`src/rtl/pipe_stage_skid.sv`:
```
// Two-entry pipeline register with a skid buffer. The outputs come straight from the main entry's flops.
// in_ready_o comes only from the skid entry's valid flag, so out_ready_i never reaches the upstream side.
module pipe_stage_skid #(
    parameter int DATA_W = 134,
    parameter int CTRL_W = 6,
    parameter int CNT_W  = 16
) (
    input  logic              clk_i,
    input  logic              rst_i,
    input  logic              in_valid_i,
    output logic              in_ready_o,
    input  logic [CTRL_W-1:0] in_ctrl_i,
    input  logic [DATA_W-1:0] in_data_i,
    input  logic              flush_i,
    output logic              out_valid_o,
    input  logic              out_ready_i,
    output logic [CTRL_W-1:0] out_ctrl_o,
    output logic [DATA_W-1:0] out_data_o,
    output logic [1:0]        occupancy_o,
    output logic [CNT_W-1:0]  stall_cnt_o
);

    typedef enum logic [1:0] {
        ST_EMPTY = 2'd0,
        ST_ONE   = 2'd1,
        ST_FULL  = 2'd2
    } state_t;

    state_t              state_reg;
    logic                main_valid_reg;
    logic [CTRL_W-1:0]   main_ctrl_reg;
    logic [DATA_W-1:0]   main_data_reg;
    logic                skid_valid_reg;
    logic [CTRL_W-1:0]   skid_ctrl_reg;
    logic [DATA_W-1:0]   skid_data_reg;
    logic [1:0]          occupancy_reg;
    logic [CNT_W-1:0]    stall_cnt_reg;

    logic accept;
    logic transfer;

    assign accept   = in_valid_i && !skid_valid_reg && !flush_i;
    assign transfer = main_valid_reg && out_ready_i;

    assign in_ready_o  = !skid_valid_reg;
    assign out_valid_o = main_valid_reg;
    assign out_ctrl_o  = main_ctrl_reg;
    assign out_data_o  = main_data_reg;
    assign occupancy_o = occupancy_reg;
    assign stall_cnt_o = stall_cnt_reg;

    // Control registers are cleared whenever their entry goes invalid, so a bubble carries all-zero control.
    always_ff @(posedge clk_i or negedge rst_i) begin
        if (!rst_i) begin
            state_reg      <= ST_EMPTY;
            main_valid_reg <= 1'b0;
            main_ctrl_reg  <= '0;
            main_data_reg  <= '0;
            skid_valid_reg <= 1'b0;
            skid_ctrl_reg  <= '0;
            skid_data_reg  <= '0;
            occupancy_reg  <= 2'd0;
            stall_cnt_reg  <= '0;
        end else begin
            if (main_valid_reg && !out_ready_i && (stall_cnt_reg != {CNT_W{1'b1}}))
                stall_cnt_reg <= stall_cnt_reg + CNT_W'(1);

            if (flush_i) begin
                state_reg      <= ST_EMPTY;
                main_valid_reg <= 1'b0;
                main_ctrl_reg  <= '0;
                skid_valid_reg <= 1'b0;
                skid_ctrl_reg  <= '0;
                occupancy_reg  <= 2'd0;
            end else begin
                case (state_reg)
                    ST_EMPTY: begin
                        if (accept) begin
                            main_valid_reg <= 1'b1;
                            main_ctrl_reg  <= in_ctrl_i;
                            main_data_reg  <= in_data_i;
                            state_reg      <= ST_ONE;
                            occupancy_reg  <= 2'd1;
                        end
                    end
                    ST_ONE: begin
                        if (accept && transfer) begin
                            main_ctrl_reg <= in_ctrl_i;
                            main_data_reg <= in_data_i;
                        end else if (accept) begin
                            skid_valid_reg <= 1'b1;
                            skid_ctrl_reg  <= in_ctrl_i;
                            skid_data_reg  <= in_data_i;
                            state_reg      <= ST_FULL;
                            occupancy_reg  <= 2'd2;
                        end else if (transfer) begin
                            main_valid_reg <= 1'b0;
                            main_ctrl_reg  <= '0;
                            state_reg      <= ST_EMPTY;
                            occupancy_reg  <= 2'd0;
                        end
                    end
                    ST_FULL: begin
                        if (transfer) begin
                            main_ctrl_reg  <= skid_ctrl_reg;
                            main_data_reg  <= skid_data_reg;
                            skid_valid_reg <= 1'b0;
                            skid_ctrl_reg  <= '0;
                            state_reg      <= ST_ONE;
                            occupancy_reg  <= 2'd1;
                        end
                    end
                    default: begin
                        state_reg      <= ST_EMPTY;
                        main_valid_reg <= 1'b0;
                        main_ctrl_reg  <= '0;
                        skid_valid_reg <= 1'b0;
                        skid_ctrl_reg  <= '0;
                        occupancy_reg  <= 2'd0;
                    end
                endcase
            end
        end
    end

endmodule

```
`config.mk`:
```
export PLATFORM = sky130hd
export DESIGN_NAME = pipe_stage_skid
export DESIGN_NICKNAME = d
export VERILOG_FILES = /design/src/rtl/pipe_stage_skid.sv
export SDC_FILE = /design/constraint.sdc
export NUM_CORES = 1
export LEC_CHECK = 0
export CAP_MARGIN = 5
export CORE_MARGIN = 2
export CORE_UTILIZATION = 33
export CTS_CLUSTER_SIZE = 40
export DETAILED_ROUTE_END_ITERATION = 16
export SYNTH_ARGS = -nofsm -noshare
export SYNTH_HDL_FRONTEND = slang
export SYNTH_SLANG_ARGS = --single-unit
```
`constraint.sdc`:
```
create_clock -name clk_i -period 1.95 [get_ports clk_i]
set_clock_uncertainty 0.1 [all_clocks]
set_input_delay 0.39 -clock clk_i [delete_from_list [all_inputs] [get_ports clk_i]]
set_output_delay 0.39 -clock clk_i [all_outputs]
set_load 0.01 [all_outputs]
```
==> results.md <==
- Clock transition at the registers of the reported paths: 0.06 ns
- Vias in the first global route: 9233
- GRT Total Usage: 0.1565
- Leakage: 9.506 nW
- Max-cap violation count: 0
- Top FF cell, synth: dfrtp_1
- Share of cells above drive strength 1: 0.4467
- Initial DRT Pass Iterations: 4
- Die ar.: 0.04214 mm2
- Clk root buf: clkbuf_16
- Leading area contributor after synthesis: dfrtp_1
- Relative slew slack: 0.7390
- Register area share after synthesis: 0.5615
- Port Buf Inserts: 304
- Critical-path cell list: nand2b_4 -> or3_4 -> or3_4 -> buf_12 -> mux2_4
- Area Growth Syn to Fin: 45.22%
- Number of enable flip-flop cells after synthesis: 0
- Post-route ant nets: 0
- DP Cell Count: 1732
- Drt drc: 0
- Synth Instances: approximately 870
- Netlist cell types: 45
- Grt ovf: 0
- CTS buffer count: 36
- Max Freq: ~470 MHz
- Worst Path Max Fanout: 36
- Cell at the slowest stage of the critical path: or3_4
- Clk pwr share: 0.275
- Maximum VDD drop: approximately 0.66 mV
- Sequential power share: 0.416
- Diode count: 0
- # IOs: 305
- Util after Layout: 0.4875
- R2R setup slack: -0.20 ns
- DIE HEIGHT: 205.3 um
- Flop and latch count out of synthesis: 300
- Sum Neg Setup Slack: -37.41 ns
- Hold Fails Final Rpt: 0
- Post-Syn Area: 0.01337 mm2
- Total Power: 24.26 mW
- Initial antenna violation count: 1
- Status: finished, violations left
- Arrival time at the worst endpoint: approximately 2.5 ns
- Fin cells: 1810
- Iteration-0 DRC count of the detailed router: 276
- CTS tree: yes
- Reg2Reg Capture Point: skid_data_reg[106]
- Fin. max-slew vios: 0
- CP endpoint kind: flip-flop
- Routed len/inst: 18.76 um
- DR vias: 8548
- Final Cycle Share: 1.102
- # rows: 73
- Clock sinks: 300
- WP data required: 2.25 ns
- Int Pwr: between 15 and 20 mW
- YS warnings: 0
- Die width: slightly above 200 um
- Skew-Pair Late Insertion Delay: 0.53 ns
- GP Congestion: ~0.76
- Syn_area_per_cell: 15.40 um2
- Dpl hpwl: 23070 um
- Clock buffer depth: 3
- RR Startpoint: skid_valid_reg
- Via/cell ratio: roughly 4.7
- Share of the synthesized area in the top cell type: 0.5615
- Core Area: 0.03982 mm2
- H-tree depth: 2
- Initial core utilization: 0.3357
- Type of origin of the critical path: flip-flop
- Slowest stage delay, CP: 0.44 ns
- WL final: 33960 um
- Critical path class: flip-flop to flip-flop
- Syn nets: 1014
- First-pass GRT wire length: between 50000 and 60000 um
- Sw Pwr: 6.472 mW
- Synth async-reset ratio: 1.000
- Worst Tran Pin Value: 0.3916 ns
- Final Net Count: 1411
- Part of the power in combinational logic: 0.309
- Largest net degree at the start of global routing: 52
- Filler cell count: 3555
- R2r worst-path depth: 5
- Net Sw Frac: 0.2668
- Synth top area cells: dfrtp_1 56%, mux2_2 29%, mux2_4 6.7%, buf_2 0.82%, a22o_1 0.79%
- Worst Setup Slack, final: -0.1989 ns
- Min cycle time layout: 2.149 ns
- RSZ-0062 raised after global routing: true
- Hold WC Path Type: input pin to async pin
- Worst path most repeated cell: or3_4
- Failing checks: negative setup slack
- Pwr dens: 1250 mW/mm2
- Final setup violation count: 267
## through the flow
stage / worst slack (ns) / area, um2 / hold WS [ns]
CTS: -0.1955 / 18920 / 0.2273
finish: -0.1989 / 19410 / 0.2509
floorplan: -0.1515 / 13430 / -0.005591
global placement: -0.7014 / 17640 / 0.2190
detailed placement: -0.7355 / 17640 / 0.2235
global route: -0.2427 / 19410 / 0.2468
## cell type report
class / count / area [um2] / share of cell area
sequential: 300 / 7510 / 0.3868
multi-input combinational: 518 / 5642 / 0.2906
clock buffer: 51 / 1049 / 0.05401
clock inverter: 7 / 116.4 / 0.005993
tap: 525 / 656.9 / 0.03383
timing repair buffer: 407 / 4434 / 0.2284
inverter: 2 / 7.507 / 0.0003867
## placed cells by master, fill, tap and decap left out, drive strengths merged, types with 5 or more instances in the layout
master,synthesis,layout
xnor2,8,8
dfrtp,300,300
xor2,5,5
mux2i,7,7
clkdlybuf4s50,0,171
or3,5,6
nand3,5,5
a21oi,6,6
nand2,12,12
a22o,12,12
nor2,6,6
o2bb2ai,6,6
clkbuf,13,56
dlymetal6s2s,0,121
dlygate4sd2,0,9
buf,36,100
mux2,403,403
## per-layer routing
metal | global-route usage | routed length [um]
met5 | 0 | 0
met4 | 0.04573 | 553
met3 | 0.04260 | 2131
met2 | 0.2465 | 15570
met1 | 0.2109 | 15710
## logic make-up (layout without fill, tap and decap cells)
group / after synthesis / in the layout / share of synthesized area
AOI/OAI and AO/OA: 37 / 37 / 0.02125
muxes: 410 / 410 / 0.3615
and+or+nand+nor: 56 / 57 / 0.02424
DFF: 300 / 300 / 0.5615
xor gates and xnor gates: 13 / 13 / 0.008517
buffers and inverters: 51 / 467 / 0.02199
adders and majority gates: 1 / 1 / 0.0009357
## power by group through the flow
stage	sequential [mW]	combinational [mW]	clock [mW]
CTS	10.2	7.78	6.91
global route	10.4	8.04	7.16
global placement	10.2	7.54	0
detailed placement	10.2	7.67	0
finish	10.1	7.49	6.67
floorplan	10.4	3.43	0
## worst max path at each step
stage	startpoint	end	slack (ns)
global placement	out_ready_i	out_data_o[20]	-0.70
finish	skid_valid_reg	skid_data_reg[106]	-0.20
floorplan	skid_valid_reg	skid_data_reg[100]	-0.15
CTS	skid_valid_reg	skid_data_reg[73]	-0.20
global route	skid_valid_reg	skid_data_reg[97]	-0.24
detailed placement	out_ready_i	out_data_o[22]	-0.74
## critical path, delay by kind of cell, from the launching register on
| family | cells | cell delay, ns |
|---|---|---|
| mux | 1 | 0.33 |
| buf+inv | 1 | 0.23 |
| flops | 1 | 0.37 |
| simple gates | 3 | 0.94 |
## cell usage after synthesis (2+ instances only)
library cell,number
mux2_2,343
dfrtp_1,300
mux2_4,60
buf_2,22
clkbuf_1,13
a22o_1,12
nand2_1,12
xnor2_1,8
buf_6,7
mux2i_1,7
buf_4,6
nor2_1,6
o2bb2ai_1,6
a21oi_1,5
nand3_1,5
or3_1,5
xor2_1,5
nand4_1,4
nor2b_1,4
a31oi_1,3
and3_1,3
and4_1,3
nor3_1,3
a21o_1,2
nand2b_1,2
nor4_1,2
o21ai_0,2
## what timing repair did
action	CTS	global route
hold buffers	1	0
pin swaps	1	0
setup endpoints to repair	381	397
hold endpoints to repair	36	0
gates cloned	1	5
buffers inserted	6	7
gates resized for setup	21	140
Note: power is estimated with default switching activity, not from simulation.
